<file path="src/rtl/pong_pkg.sv">
// ---------------------------------------------------------------------------
// pong_pkg
// Types and constants shared by the Pong match controller and the blocks it
// sequences: state encodings and enum, side identifiers, the default
// winning score and screen geometry used by the paddle and ball blocks.
// ---------------------------------------------------------------------------
package pong_pkg;

  localparam logic [2:0] ST_IDLE  = 3'd0;
  localparam logic [2:0] ST_SERVE = 3'd1;
  localparam logic [2:0] ST_PLAY  = 3'd2;
  localparam logic [2:0] ST_POINT = 3'd3;
  localparam logic [2:0] ST_OVER  = 3'd4;

  localparam logic SIDE_LEFT  = 1'b0;
  localparam logic SIDE_RIGHT = 1'b1;

  localparam int DEFAULT_WIN_SCORE = 7;

  localparam int SCREEN_H        = 480;
  localparam int PADDLE_Y_CENTRE = SCREEN_H / 2;

  typedef enum logic [2:0] {
    S_IDLE  = ST_IDLE,
    S_SERVE = ST_SERVE,
    S_PLAY  = ST_PLAY,
    S_POINT = ST_POINT,
    S_OVER  = ST_OVER
  } state_t;

  // States in which a rally is in progress (pause is allowed here).
  function automatic logic in_game(state_t s);
    return (s == S_SERVE) || (s == S_PLAY) || (s == S_POINT);
  endfunction

  // States that wait on the frame timer.
  function automatic logic is_timed(state_t s);
    return (s == S_SERVE) || (s == S_POINT);
  endfunction

endpackage

</file>
<file path="src/rtl/pong_game_ctrl_if.sv">
// ---------------------------------------------------------------------------
// pong_game_ctrl_if
// Signal bundle between the match controller and its surroundings.
//   Inputs to the controller : frame_tick, start_btn, pause_btn,
//                              miss_left, miss_right
//   Outputs of the controller: paddle_en, paddle_rst, ball_en, ball_rst,
//                              serve_dir, score_l, score_r, game_over,
//                              winner, state
// Modports: master = the environment (drives inputs, observes outputs),
//           slave  = the controller.
// ---------------------------------------------------------------------------
interface pong_game_ctrl_if #(
  parameter int SCORE_W = 4
);
  logic               frame_tick;
  logic               start_btn;
  logic               pause_btn;
  logic               miss_left;
  logic               miss_right;
  logic               paddle_en;
  logic               paddle_rst;
  logic               ball_en;
  logic               ball_rst;
  logic               serve_dir;
  logic [SCORE_W-1:0] score_l;
  logic [SCORE_W-1:0] score_r;
  logic               game_over;
  logic               winner;
  logic [2:0]         state;

  modport master (
    output frame_tick, start_btn, pause_btn, miss_left, miss_right,
    input  paddle_en, paddle_rst, ball_en, ball_rst, serve_dir,
           score_l, score_r, game_over, winner, state
  );

  modport slave (
    input  frame_tick, start_btn, pause_btn, miss_left, miss_right,
    output paddle_en, paddle_rst, ball_en, ball_rst, serve_dir,
           score_l, score_r, game_over, winner, state
  );
endinterface

</file>
<file path="src/rtl/pong_game_ctrl_frame_timer.sv">
// ---------------------------------------------------------------------------
// frame_timer
// Counts frame ticks after a load and pulses done on the target-th tick.
// Ports:
//   clk, reset_n : clock, synchronous active-low reset
//   load         : restart counting from zero (wins over a coincident tick)
//   hold         : freeze the count, ignore ticks
//   tick         : one-cycle frame pulse
//   target       : number of ticks to count (>= 1)
//   done         : combinational one-cycle pulse on the target-th tick
// done does not depend on load so the owner can derive load from a
// next-state decision that itself uses done.
// ---------------------------------------------------------------------------
module frame_timer #(
  parameter int CNT_W = 8
) (
  input  logic             clk,
  input  logic             reset_n,
  input  logic             load,
  input  logic             hold,
  input  logic             tick,
  input  logic [CNT_W-1:0] target,
  output logic             done
);

  logic [CNT_W-1:0] count_reg;
  logic [CNT_W-1:0] count_next;
  logic             last_tick;

  assign last_tick = (count_reg == target - CNT_W'(1));
  assign done      = tick && !hold && last_tick;

  always_comb begin
    count_next = count_reg;
    if (load) begin
      count_next = '0;
    end else if (tick && !hold) begin
      count_next = last_tick ? '0 : count_reg + CNT_W'(1);
    end
  end

  always_ff @(posedge clk) begin
    if (!reset_n) begin
      count_reg <= '0;
    end else begin
      count_reg <= count_next;
    end
  end

endmodule

</file>
<file path="src/rtl/pong_game_ctrl.sv">
// ---------------------------------------------------------------------------
// pong_game_ctrl
// Match sequencer for the Pong datapath: gates/resets paddles and ball,
// keeps the score and steps IDLE -> SERVE -> PLAY -> POINT -> OVER at frame
// pace.
// Ports:
//   clk      : system clock
//   reset_n  : synchronous active-low reset, highest priority
//   bus      : pong_game_ctrl_if.slave (frame_tick, start/pause buttons,
//              miss pulses in; enables, reset pulses, serve direction,
//              scores, game_over, winner, state out -- all registered)
// Optional build macro: PONG_PAUSE_EN adds a pause toggle driven by
// pause_btn rising edges during SERVE/PLAY/POINT. Without it pause_btn is
// ignored.
// ---------------------------------------------------------------------------
module pong_game_ctrl
  import pong_pkg::*;
#(
  parameter int SCORE_W      = 4,
  parameter int WIN_SCORE    = DEFAULT_WIN_SCORE,
  parameter int SERVE_FRAMES = 60,
  parameter int POINT_FRAMES = 90,
  parameter int CNT_W        = 8
) (
  input  logic              clk,
  input  logic              reset_n,
  pong_game_ctrl_if.slave   bus
);

  localparam logic [SCORE_W-1:0] WIN_VAL = SCORE_W'(WIN_SCORE);

  state_t state_reg, state_next;

  logic start_q_reg;
  logic start_edge;
  logic paused_reg, paused_next;

  logic paddle_en_reg, paddle_en_next;
  logic ball_en_reg,   ball_en_next;
  logic rst_pulse_reg, rst_pulse_next;
  logic serve_dir_reg, serve_dir_next;
  logic game_over_reg, game_over_next;
  logic winner_reg,    winner_next;

  logic             timer_load;
  logic             timer_hold;
  logic             timer_done;
  logic [CNT_W-1:0] timer_target;

  logic             live;
  logic [1:0]       score_inc;   // index 0 = left player, 1 = right player
  logic             score_clr;
  logic [SCORE_W-1:0] score_l, score_r;
  logic             win_l, win_r;

  // -------------------------------------------------------------------------
  // Start edge detection. The history bit follows the button even during
  // reset, so a button held through reset is seen as already pressed and
  // only a release-and-press starts a game. With the button released during
  // reset it reads 0.
  // -------------------------------------------------------------------------
  always_ff @(posedge clk) begin
    start_q_reg <= bus.start_btn;
  end

  assign start_edge = bus.start_btn & ~start_q_reg;

  // -------------------------------------------------------------------------
  // Optional pause
  // -------------------------------------------------------------------------
`ifdef PONG_PAUSE_EN
  logic pause_q_reg;
  logic pause_edge;

  always_ff @(posedge clk) begin
    pause_q_reg <= bus.pause_btn;
  end

  assign pause_edge = bus.pause_btn & ~pause_q_reg;

  always_comb begin
    paused_next = paused_reg;
    if (state_next == S_IDLE || state_next == S_OVER) begin
      paused_next = 1'b0;
    end else if (pause_edge && in_game(state_reg)) begin
      paused_next = ~paused_reg;
    end
  end

  always_ff @(posedge clk) begin
    if (!reset_n) begin
      paused_reg <= 1'b0;
    end else begin
      paused_reg <= paused_next;
    end
  end
`else
  logic pause_unused;
  assign pause_unused = bus.pause_btn;
  assign paused_reg   = 1'b0;
  assign paused_next  = 1'b0;
`endif

  // -------------------------------------------------------------------------
  // Frame timer: restarted on every state change, so a tick coinciding with
  // the change is not counted by the new state.
  // -------------------------------------------------------------------------
  assign timer_load   = (state_next != state_reg);
  assign timer_hold   = paused_reg || !is_timed(state_reg);
  assign timer_target = (state_reg == S_POINT) ? CNT_W'(POINT_FRAMES)
                                               : CNT_W'(SERVE_FRAMES);

  frame_timer #(
    .CNT_W (CNT_W)
  ) u_frame_timer (
    .clk     (clk),
    .reset_n (reset_n),
    .load    (timer_load),
    .hold    (timer_hold),
    .tick    (bus.frame_tick),
    .target  (timer_target),
    .done    (timer_done)
  );

  // -------------------------------------------------------------------------
  // Score counters, one per side
  // -------------------------------------------------------------------------
  assign live         = (state_reg == S_PLAY) && !paused_reg;
  assign score_inc[0] = live &  bus.miss_right & ~bus.miss_left;
  assign score_inc[1] = live &  bus.miss_left  & ~bus.miss_right;
  assign score_clr    = (state_reg == S_OVER) && start_edge;

  for (genvar gi = 0; gi < 2; gi++) begin : g_score
    logic [SCORE_W-1:0] score_reg;

    always_ff @(posedge clk) begin
      if (!reset_n) begin
        score_reg <= '0;
      end else if (score_clr) begin
        score_reg <= '0;
      end else if (score_inc[gi] && (score_reg != WIN_VAL)) begin
        // Saturate at the winning score; POINT->OVER stops play before.
        score_reg <= score_reg + SCORE_W'(1);
      end
    end
  end

  assign score_l = g_score[0].score_reg;
  assign score_r = g_score[1].score_reg;
  assign win_l   = (score_l == WIN_VAL);
  assign win_r   = (score_r == WIN_VAL);

  // -------------------------------------------------------------------------
  // FSM: state register
  // -------------------------------------------------------------------------
  always_ff @(posedge clk) begin
    if (!reset_n) begin
      state_reg <= S_IDLE;
    end else begin
      state_reg <= state_next;
    end
  end

  // -------------------------------------------------------------------------
  // FSM: next state and next registered outputs
  // -------------------------------------------------------------------------
  always_comb begin
    state_next     = state_reg;
    serve_dir_next = serve_dir_reg;
    winner_next    = winner_reg;

    case (state_reg)
      S_IDLE: begin
        if (start_edge) state_next = S_SERVE;
      end
      S_SERVE: begin
        if (timer_done) state_next = S_PLAY;
      end
      S_PLAY: begin
        if (live) begin
          if (bus.miss_left && bus.miss_right) begin
            // Simultaneous misses: nobody scores, replay the serve.
            state_next = S_SERVE;
          end else if (bus.miss_left) begin
            state_next     = S_POINT;
            serve_dir_next = SIDE_LEFT;
          end else if (bus.miss_right) begin
            state_next     = S_POINT;
            serve_dir_next = SIDE_RIGHT;
          end
        end
      end
      S_POINT: begin
        if (timer_done) begin
          if (win_l || win_r) begin
            state_next  = S_OVER;
            winner_next = win_r ? SIDE_RIGHT : SIDE_LEFT;
          end else begin
            state_next = S_SERVE;
          end
        end
      end
      S_OVER: begin
        if (start_edge) state_next = S_SERVE;
      end
      default: begin
        state_next = S_IDLE;
      end
    endcase

    paddle_en_next = ((state_next == S_SERVE) || (state_next == S_PLAY)) && !paused_next;
    ball_en_next   = (state_next == S_PLAY) && !paused_next;
    rst_pulse_next = (state_next == S_SERVE) && (state_reg != S_SERVE);
    game_over_next = (state_next == S_OVER);
  end

  // -------------------------------------------------------------------------
  // Registered outputs
  // -------------------------------------------------------------------------
  always_ff @(posedge clk) begin
    if (!reset_n) begin
      paddle_en_reg <= 1'b0;
      ball_en_reg   <= 1'b0;
      rst_pulse_reg <= 1'b0;
      serve_dir_reg <= SIDE_RIGHT;
      game_over_reg <= 1'b0;
      winner_reg    <= SIDE_LEFT;
    end else begin
      paddle_en_reg <= paddle_en_next;
      ball_en_reg   <= ball_en_next;
      rst_pulse_reg <= rst_pulse_next;
      serve_dir_reg <= serve_dir_next;
      game_over_reg <= game_over_next;
      winner_reg    <= winner_next;
    end
  end

  assign bus.paddle_en  = paddle_en_reg;
  assign bus.paddle_rst = rst_pulse_reg;
  assign bus.ball_en    = ball_en_reg;
  assign bus.ball_rst   = rst_pulse_reg;
  assign bus.serve_dir  = serve_dir_reg;
  assign bus.score_l    = score_l;
  assign bus.score_r    = score_r;
  assign bus.game_over  = game_over_reg;
  assign bus.winner     = winner_reg;
  assign bus.state      = state_reg;

endmodule
</file>
<file path="src/flat_wrapper.sv">
// flat-port wrapper written by rule: the top's interface ports become plain ports
module pong_game_ctrl_flat import pong_pkg::*;
#(
  parameter int SCORE_W      = 4,
  parameter int WIN_SCORE    = DEFAULT_WIN_SCORE,
  parameter int SERVE_FRAMES = 60,
  parameter int POINT_FRAMES = 90,
  parameter int CNT_W        = 8
)
  (clk, reset_n, bus_frame_tick, bus_start_btn, bus_pause_btn, bus_miss_left, bus_miss_right, bus_paddle_en, bus_paddle_rst, bus_ball_en, bus_ball_rst, bus_serve_dir, bus_score_l, bus_score_r, bus_game_over, bus_winner, bus_state);
  pong_game_ctrl_if #(.SCORE_W(SCORE_W)) bus_i ();
  input  logic clk;
  input  logic reset_n;
  input wire logic [$bits(bus_i.frame_tick)-1:0] bus_frame_tick;
  input wire logic [$bits(bus_i.start_btn)-1:0] bus_start_btn;
  input wire logic [$bits(bus_i.pause_btn)-1:0] bus_pause_btn;
  input wire logic [$bits(bus_i.miss_left)-1:0] bus_miss_left;
  input wire logic [$bits(bus_i.miss_right)-1:0] bus_miss_right;
  output wire logic [$bits(bus_i.paddle_en)-1:0] bus_paddle_en;
  output wire logic [$bits(bus_i.paddle_rst)-1:0] bus_paddle_rst;
  output wire logic [$bits(bus_i.ball_en)-1:0] bus_ball_en;
  output wire logic [$bits(bus_i.ball_rst)-1:0] bus_ball_rst;
  output wire logic [$bits(bus_i.serve_dir)-1:0] bus_serve_dir;
  output wire logic [$bits(bus_i.score_l)-1:0] bus_score_l;
  output wire logic [$bits(bus_i.score_r)-1:0] bus_score_r;
  output wire logic [$bits(bus_i.game_over)-1:0] bus_game_over;
  output wire logic [$bits(bus_i.winner)-1:0] bus_winner;
  output wire logic [$bits(bus_i.state)-1:0] bus_state;
  assign bus_i.frame_tick = bus_frame_tick;
  assign bus_i.start_btn = bus_start_btn;
  assign bus_i.pause_btn = bus_pause_btn;
  assign bus_i.miss_left = bus_miss_left;
  assign bus_i.miss_right = bus_miss_right;
  assign bus_paddle_en = bus_i.paddle_en;
  assign bus_paddle_rst = bus_i.paddle_rst;
  assign bus_ball_en = bus_i.ball_en;
  assign bus_ball_rst = bus_i.ball_rst;
  assign bus_serve_dir = bus_i.serve_dir;
  assign bus_score_l = bus_i.score_l;
  assign bus_score_r = bus_i.score_r;
  assign bus_game_over = bus_i.game_over;
  assign bus_winner = bus_i.winner;
  assign bus_state = bus_i.state;
  pong_game_ctrl #(.SCORE_W(SCORE_W), .WIN_SCORE(WIN_SCORE), .SERVE_FRAMES(SERVE_FRAMES), .POINT_FRAMES(POINT_FRAMES), .CNT_W(CNT_W)) u_core (.clk(clk), .reset_n(reset_n), .bus(bus_i));
endmodule
</file>
<file path="config.mk">
export PLATFORM = sky130hd
export DESIGN_NAME = pong_game_ctrl_flat
export DESIGN_NICKNAME = d
export VERILOG_FILES = /design/src/rtl/pong_pkg.sv /design/src/rtl/pong_game_ctrl_if.sv /design/src/rtl/pong_game_ctrl_frame_timer.sv /design/src/rtl/pong_game_ctrl.sv /design/src/flat_wrapper.sv
export SDC_FILE = /design/constraint.sdc
export NUM_CORES = 1
export LEC_CHECK = 0
export ABC_AREA = 1
export CAP_MARGIN = 10
export CORE_MARGIN = 2
export CORE_UTILIZATION = 35
export DETAILED_ROUTE_END_ITERATION = 16
export GPL_TIMING_DRIVEN = 0
export SKIP_LAST_GASP = 1
export SYNTH_ARGS = -nofsm -noshare
export SYNTH_HDL_FRONTEND = slang
export SYNTH_SLANG_ARGS = --single-unit
</file>
<file path="constraint.sdc">
create_clock -name clk -period 2.06 [get_ports clk]
set_clock_uncertainty 0.2 [all_clocks]
set_input_delay 0.412 -clock clk [delete_from_list [all_inputs] [get_ports clk]]
set_output_delay 0.412 -clock clk [all_outputs]
set_load 0.005 [all_outputs]
</file>
==> reports/metrics.json <==
{
  "mappedNetlistArea": {"value": 0.001257, "unit": "sq mm"},
  "startpoint_type_of_the_worst_setup_path": {"value": "input port"},
  "post-synth-top-area-cell": {"value": "sky130_fd_sc_hd__dfxtp_1"},
  "timing.setup.critical_path_class": {"value": "in2reg"},
  "final-seq-area": {"value": 523.0, "unit": "sq um"},
  "drv_cap": {"value": 0},
  "viasPerCell": {"value": 4.852},
  "status": {"value": "completed"},
  "period_share": {"value": 95.39, "unit": "%"},
  "yosysUniqueCellTypes": {"value": 23},
  "globalRouteMet3Util": {"value": 3.873, "unit": "%"},
  "yosysSeqAreaShare": {"value": 41.39, "unit": "%"},
  "core_area": {"value": 0.003390, "unit": "sq mm"},
  "cp_slowest_stage_delay": {"value": 510, "unit": "ps"},
  "tritoncts_clock_tree": {"value": "built"},
  "final-hold-violation-count": {"value": 0},
  "hpwl": {"value": 2173, "unit": "microns"},
  "total_leakage_power": {"value": 0.6665, "unit": "nW"},
  "vias_in_the_first_global_route": {"value": 1183},
  "port-buffer-count": {"value": 23},
  "rsz_0062_raised_after_global_routing": {"value": "true"},
  "routedWlPerCell": {"value": 11.31, "unit": "microns"},
  "clock_tree.buffer_depth": {"value": 2},
  "first_pass_iters": {"value": 4},
  "n_antenna_cell": {"value": 0},
  "actual_slew_at_the_worst_max_slew_pin": {"value": 509.6, "unit": "ps"},
  "die_h": {"value": 63.94, "unit": "microns"},
  "top_level_ports": {"value": 25},
  "path_delay_family": {"value": "simple AND/OR/NAND/NOR gates"},
  "p_switching": {"value": 0.0001841, "unit": "W"},
  "netlist_top_cells_count": {"value": "sky130_fd_sc_hd__nor2_1 (33), sky130_fd_sc_hd__nand2_1 (28), sky130_fd_sc_hd__dfxtp_1 (26), sky130_fd_sc_hd__inv_1 (25), sky130_fd_sc_hd__nand3_1 (17)"},
  "setup_viol": {"value": 0},
  "grt-ovfl-total": {"value": 0},
  "critical_path.endpoint_type": {"value": "flop"},
  "power.share.clock": {"value": 26.4, "unit": "%"},
  "synthCells": {"value": 177},
  "place.gp.congestion": {"value": 0.7309},
  "syn-num-nets": {"value": 188},
  "comb_power_share": {"value": 8.6, "unit": "%"},
  "worst_skew_pair.late_latency": {"value": 310, "unit": "ps"},
  "postSynth.topFlopCell": {"value": "sky130_fd_sc_hd__dfxtp_1"},
  "clock_tree.htree_level_count": {"value": 1},
  "worst_path_required": {"value": 2080, "unit": "ps"},
  "initial_utilization": {"value": 37.10, "unit": "%"},
  "fp.dieArea": {"value": 0.004088, "unit": "sq mm"},
  "nFillCells": {"value": 353},
  "timing.critical_path.arrival": {"value": 1990, "unit": "ps"},
  "numClockSinks": {"value": 26},
  "cpMaxStageDelayCell": {"value": "sky130_fd_sc_hd__clkdlybuf4s50_1"},
  "synth_edf_count": {"value": 0},
  "p_seq_share": {"value": 65.0, "unit": "%"},
  "largest_register_ffs": {"value": 8},
  "internal_power": {"value": 0.0006113, "unit": "W"},
  "drt_total_wl": {"value": 2827, "unit": "microns"},
  "switching_share": {"value": 23.14, "unit": "%"},
  "grt_first_pass_wirelength": {"value": 4871, "unit": "microns"},
  "detail_route.drc_violations": {"value": 0},
  "setup_slack": {"value": 94.98, "unit": "ps"},
  "area_growth": {"value": 26.97, "unit": "%"},
  "detail_route.iter0.violations": {"value": 38},
  "total_power": {"value": 0.0007953, "unit": "W"},
  "synthesis.area_per_instance": {"value": 7.104, "unit": "sq um"},
  "most_utilized_layer_in_the_global_route_result": {"value": "met2"},
  "ys_top_cells_by_area": {"value": "sky130_fd_sc_hd__dfxtp_1 (41%), sky130_fd_sc_hd__nor2_1 (9.9%), sky130_fd_sc_hd__nand2_1 (8.4%)"},
  "synth_top_cell_area_share": {"value": 41.39, "unit": "%"},
  "highest_fanout_seen_on_the_critical_path": {"value": 10},
  "layout-drive-gt1-share": {"value": 9.314, "unit": "%"},
  "clock_tree.root_cell": {"value": "sky130_fd_sc_hd__clkbuf_4"},
  "clock.fmax": {"value": 508.9, "unit": "MHz"},
  "yosys.cell_count.top_type": {"value": "sky130_fd_sc_hd__nor2_1"},
  "clkTransAtPathRegs": {"value": 130, "unit": "ps"},
  "power.density": {"value": 498.2, "unit": "mW/mm^2"},
  "grt.met2_usage": {"value": 25.78, "unit": "%"},
  "ys_warnings": {"value": 0},
  "dieWidth": {"value": 63.94, "unit": "microns"},
  "hold_buffers_post_cts": {"value": 0},
  "multi_input_gate_area_in_the_final_layout": {"value": 646.9, "unit": "sq um"},
  "design.final.nets": {"value": 217},
  "asyncSetResetFlopFracSynth": {"value": 0, "unit": "%"},
  "grtUsageMet1": {"value": 17.63, "unit": "%"},
  "cts_made_buffers": {"value": 3},
  "post-route-min-period": {"value": 1965, "unit": "ps"},
  "relSlewSlack": {"value": 65.87, "unit": "%"},
  "drt.antenna.violating_nets": {"value": 0},
  "placement.setup.worst_slack": {"value": -330.0, "unit": "ps"},
  "timing.critical_path.buf_inv": {"value": 2},
  "dr_total_vias": {"value": 1213},
  "crit_chain": {"value": "clkdlybuf4s50_1 -> nand3_2 -> nor2_1 -> nand3_1 -> buf_4 -> a21oi_2 -> nand3_1 -> nand4_4 -> nor2_1"},
  "antenna_violations_before_repair": {"value": 0},
  "grt.total_usage": {"value": 14.69, "unit": "%"},
  "ir_worst_vdd": {"value": 0.2753, "unit": "mV"},
  "min-delay-path-class": {"value": "reg2reg"},
  "largest_net_degree_at_the_start_of_global_routing": {"value": 14},
  "postSynthRegisterBits": {"value": 26},
  "maxSlewViolCount": {"value": 0},
  "rows": {"value": 21}
}
==> power by group through the flow <==
stage	logic (W)	clock network [W]	registers [W]
after floorplan	0.0000327	0	0.000526
after global placement	0.0000626	0	0.000527
after detailed placement	0.0000645	0	0.000527
after CTS	0.0000651	0.000222	0.000516
after global routing	0.0000757	0.000248	0.000519
final	0.0000680	0.000210	0.000517
==> worst register-to-register path, stage by stage, from the launching register on <==
cell,delay (ps)
sky130_fd_sc_hd__dfxtp_1,370
sky130_fd_sc_hd__inv_1,180
sky130_fd_sc_hd__nand3_2,140
sky130_fd_sc_hd__nor2_1,170
sky130_fd_sc_hd__nand3_1,110
sky130_fd_sc_hd__buf_4,190
sky130_fd_sc_hd__a21oi_2,150
sky130_fd_sc_hd__nand3_1,130
sky130_fd_sc_hd__nand4_4,140
sky130_fd_sc_hd__nor2_1,60
==> routing by layer <==
metal  share of wire, %  vias up
met5                  0        -
met4               0.60        0
met3                3.6        2
met2                 51       19
met1                 45      559
li1                   -      633
==> final cells by class <==
type	instances	area share (%)
timing repair buffer	24	14.89
tap	46	3.605
inverter	25	5.878
multi-input combinational	124	40.52
buffer	2	0.9404
clock buffer	3	1.411
sequential	26	32.76
==> path summary, 6_finish.rpt <==
| check | startpoint | end | slack (ps) | cells after the start |
|---|---|---|---|---|
| setup / recovery | bus_frame_tick | u_core.u_frame_timer.count_reg[2] | 90 | 9 |
| hold / removal | u_core.bus.serve_dir | u_core.bus.serve_dir | 310 | 2 |
| setup reg to reg | u_core.bus.state[2] | u_core.u_frame_timer.count_reg[2] | 140 | 9 |
| hold reg to reg | u_core.bus.serve_dir | u_core.bus.serve_dir | 310 | 2 |
==> logic make-up after synthesis <==
group,after synthesis,synth area share [%]
simple gates,92,32.54
flops,26,41.39
buf+inv,27,8.656
compound gates,25,11.34
fa+ha+maj,4,3.980
xor+xnor,3,2.090
==> placed cells by master (no fill, tap or decap), types with 2 or more instances in the layout <==
master | netlist | final
sky130_fd_sc_hd__nand2_1 | 28 | 28
sky130_fd_sc_hd__a31oi_1 | 2 | 2
sky130_fd_sc_hd__clkdlybuf4s50_1 | 0 | 23
sky130_fd_sc_hd__nor2_1 | 33 | 31
sky130_fd_sc_hd__dfxtp_1 | 26 | 24
sky130_fd_sc_hd__nand4_1 | 5 | 5
sky130_fd_sc_hd__or2_2 | 3 | 3
sky130_fd_sc_hd__xor2_1 | 3 | 3
sky130_fd_sc_hd__nand3_1 | 17 | 16
sky130_fd_sc_hd__inv_1 | 25 | 25
sky130_fd_sc_hd__ha_1 | 4 | 4
sky130_fd_sc_hd__o21ai_0 | 11 | 10
sky130_fd_sc_hd__a21oi_1 | 7 | 7
sky130_fd_sc_hd__nor3_1 | 2 | 2
sky130_fd_sc_hd__clkbuf_4 | 0 | 3
sky130_fd_sc_hd__buf_4 | 2 | 3
sky130_fd_sc_hd__dfxtp_2 | 0 | 2
sky130_fd_sc_hd__nor2_2 | 1 | 3
==> per-stage QoR <==
step / setup TNS (ps) / cells / area [sq um] / hold slack (ps) / utilization [%]
2_1_floorplan: 0 / 177 / 1257 / 239.7 / -
3_3_place_gp: -2936 / 246 / 1545 / 279.5 / 45.59
3_5_place_dp: -3933 / 246 / 1545 / 278.7 / 45.59
4_1_cts: 0 / 249 / 1568 / 306.4 / 46.25
5_1_grt: -64.90 / 250 / 1597 / 348.6 / 47.10
6_report: 0 / 250 / 1597 / 307.4 / 47.10
==> timing repair <==
item,4_1_cts,5_1_grt
setup buffers,0,1
pin swaps,0,0
setup endpoints to repair,1,17
resized for setup,1,6
(Power assumes the default switching activity.)
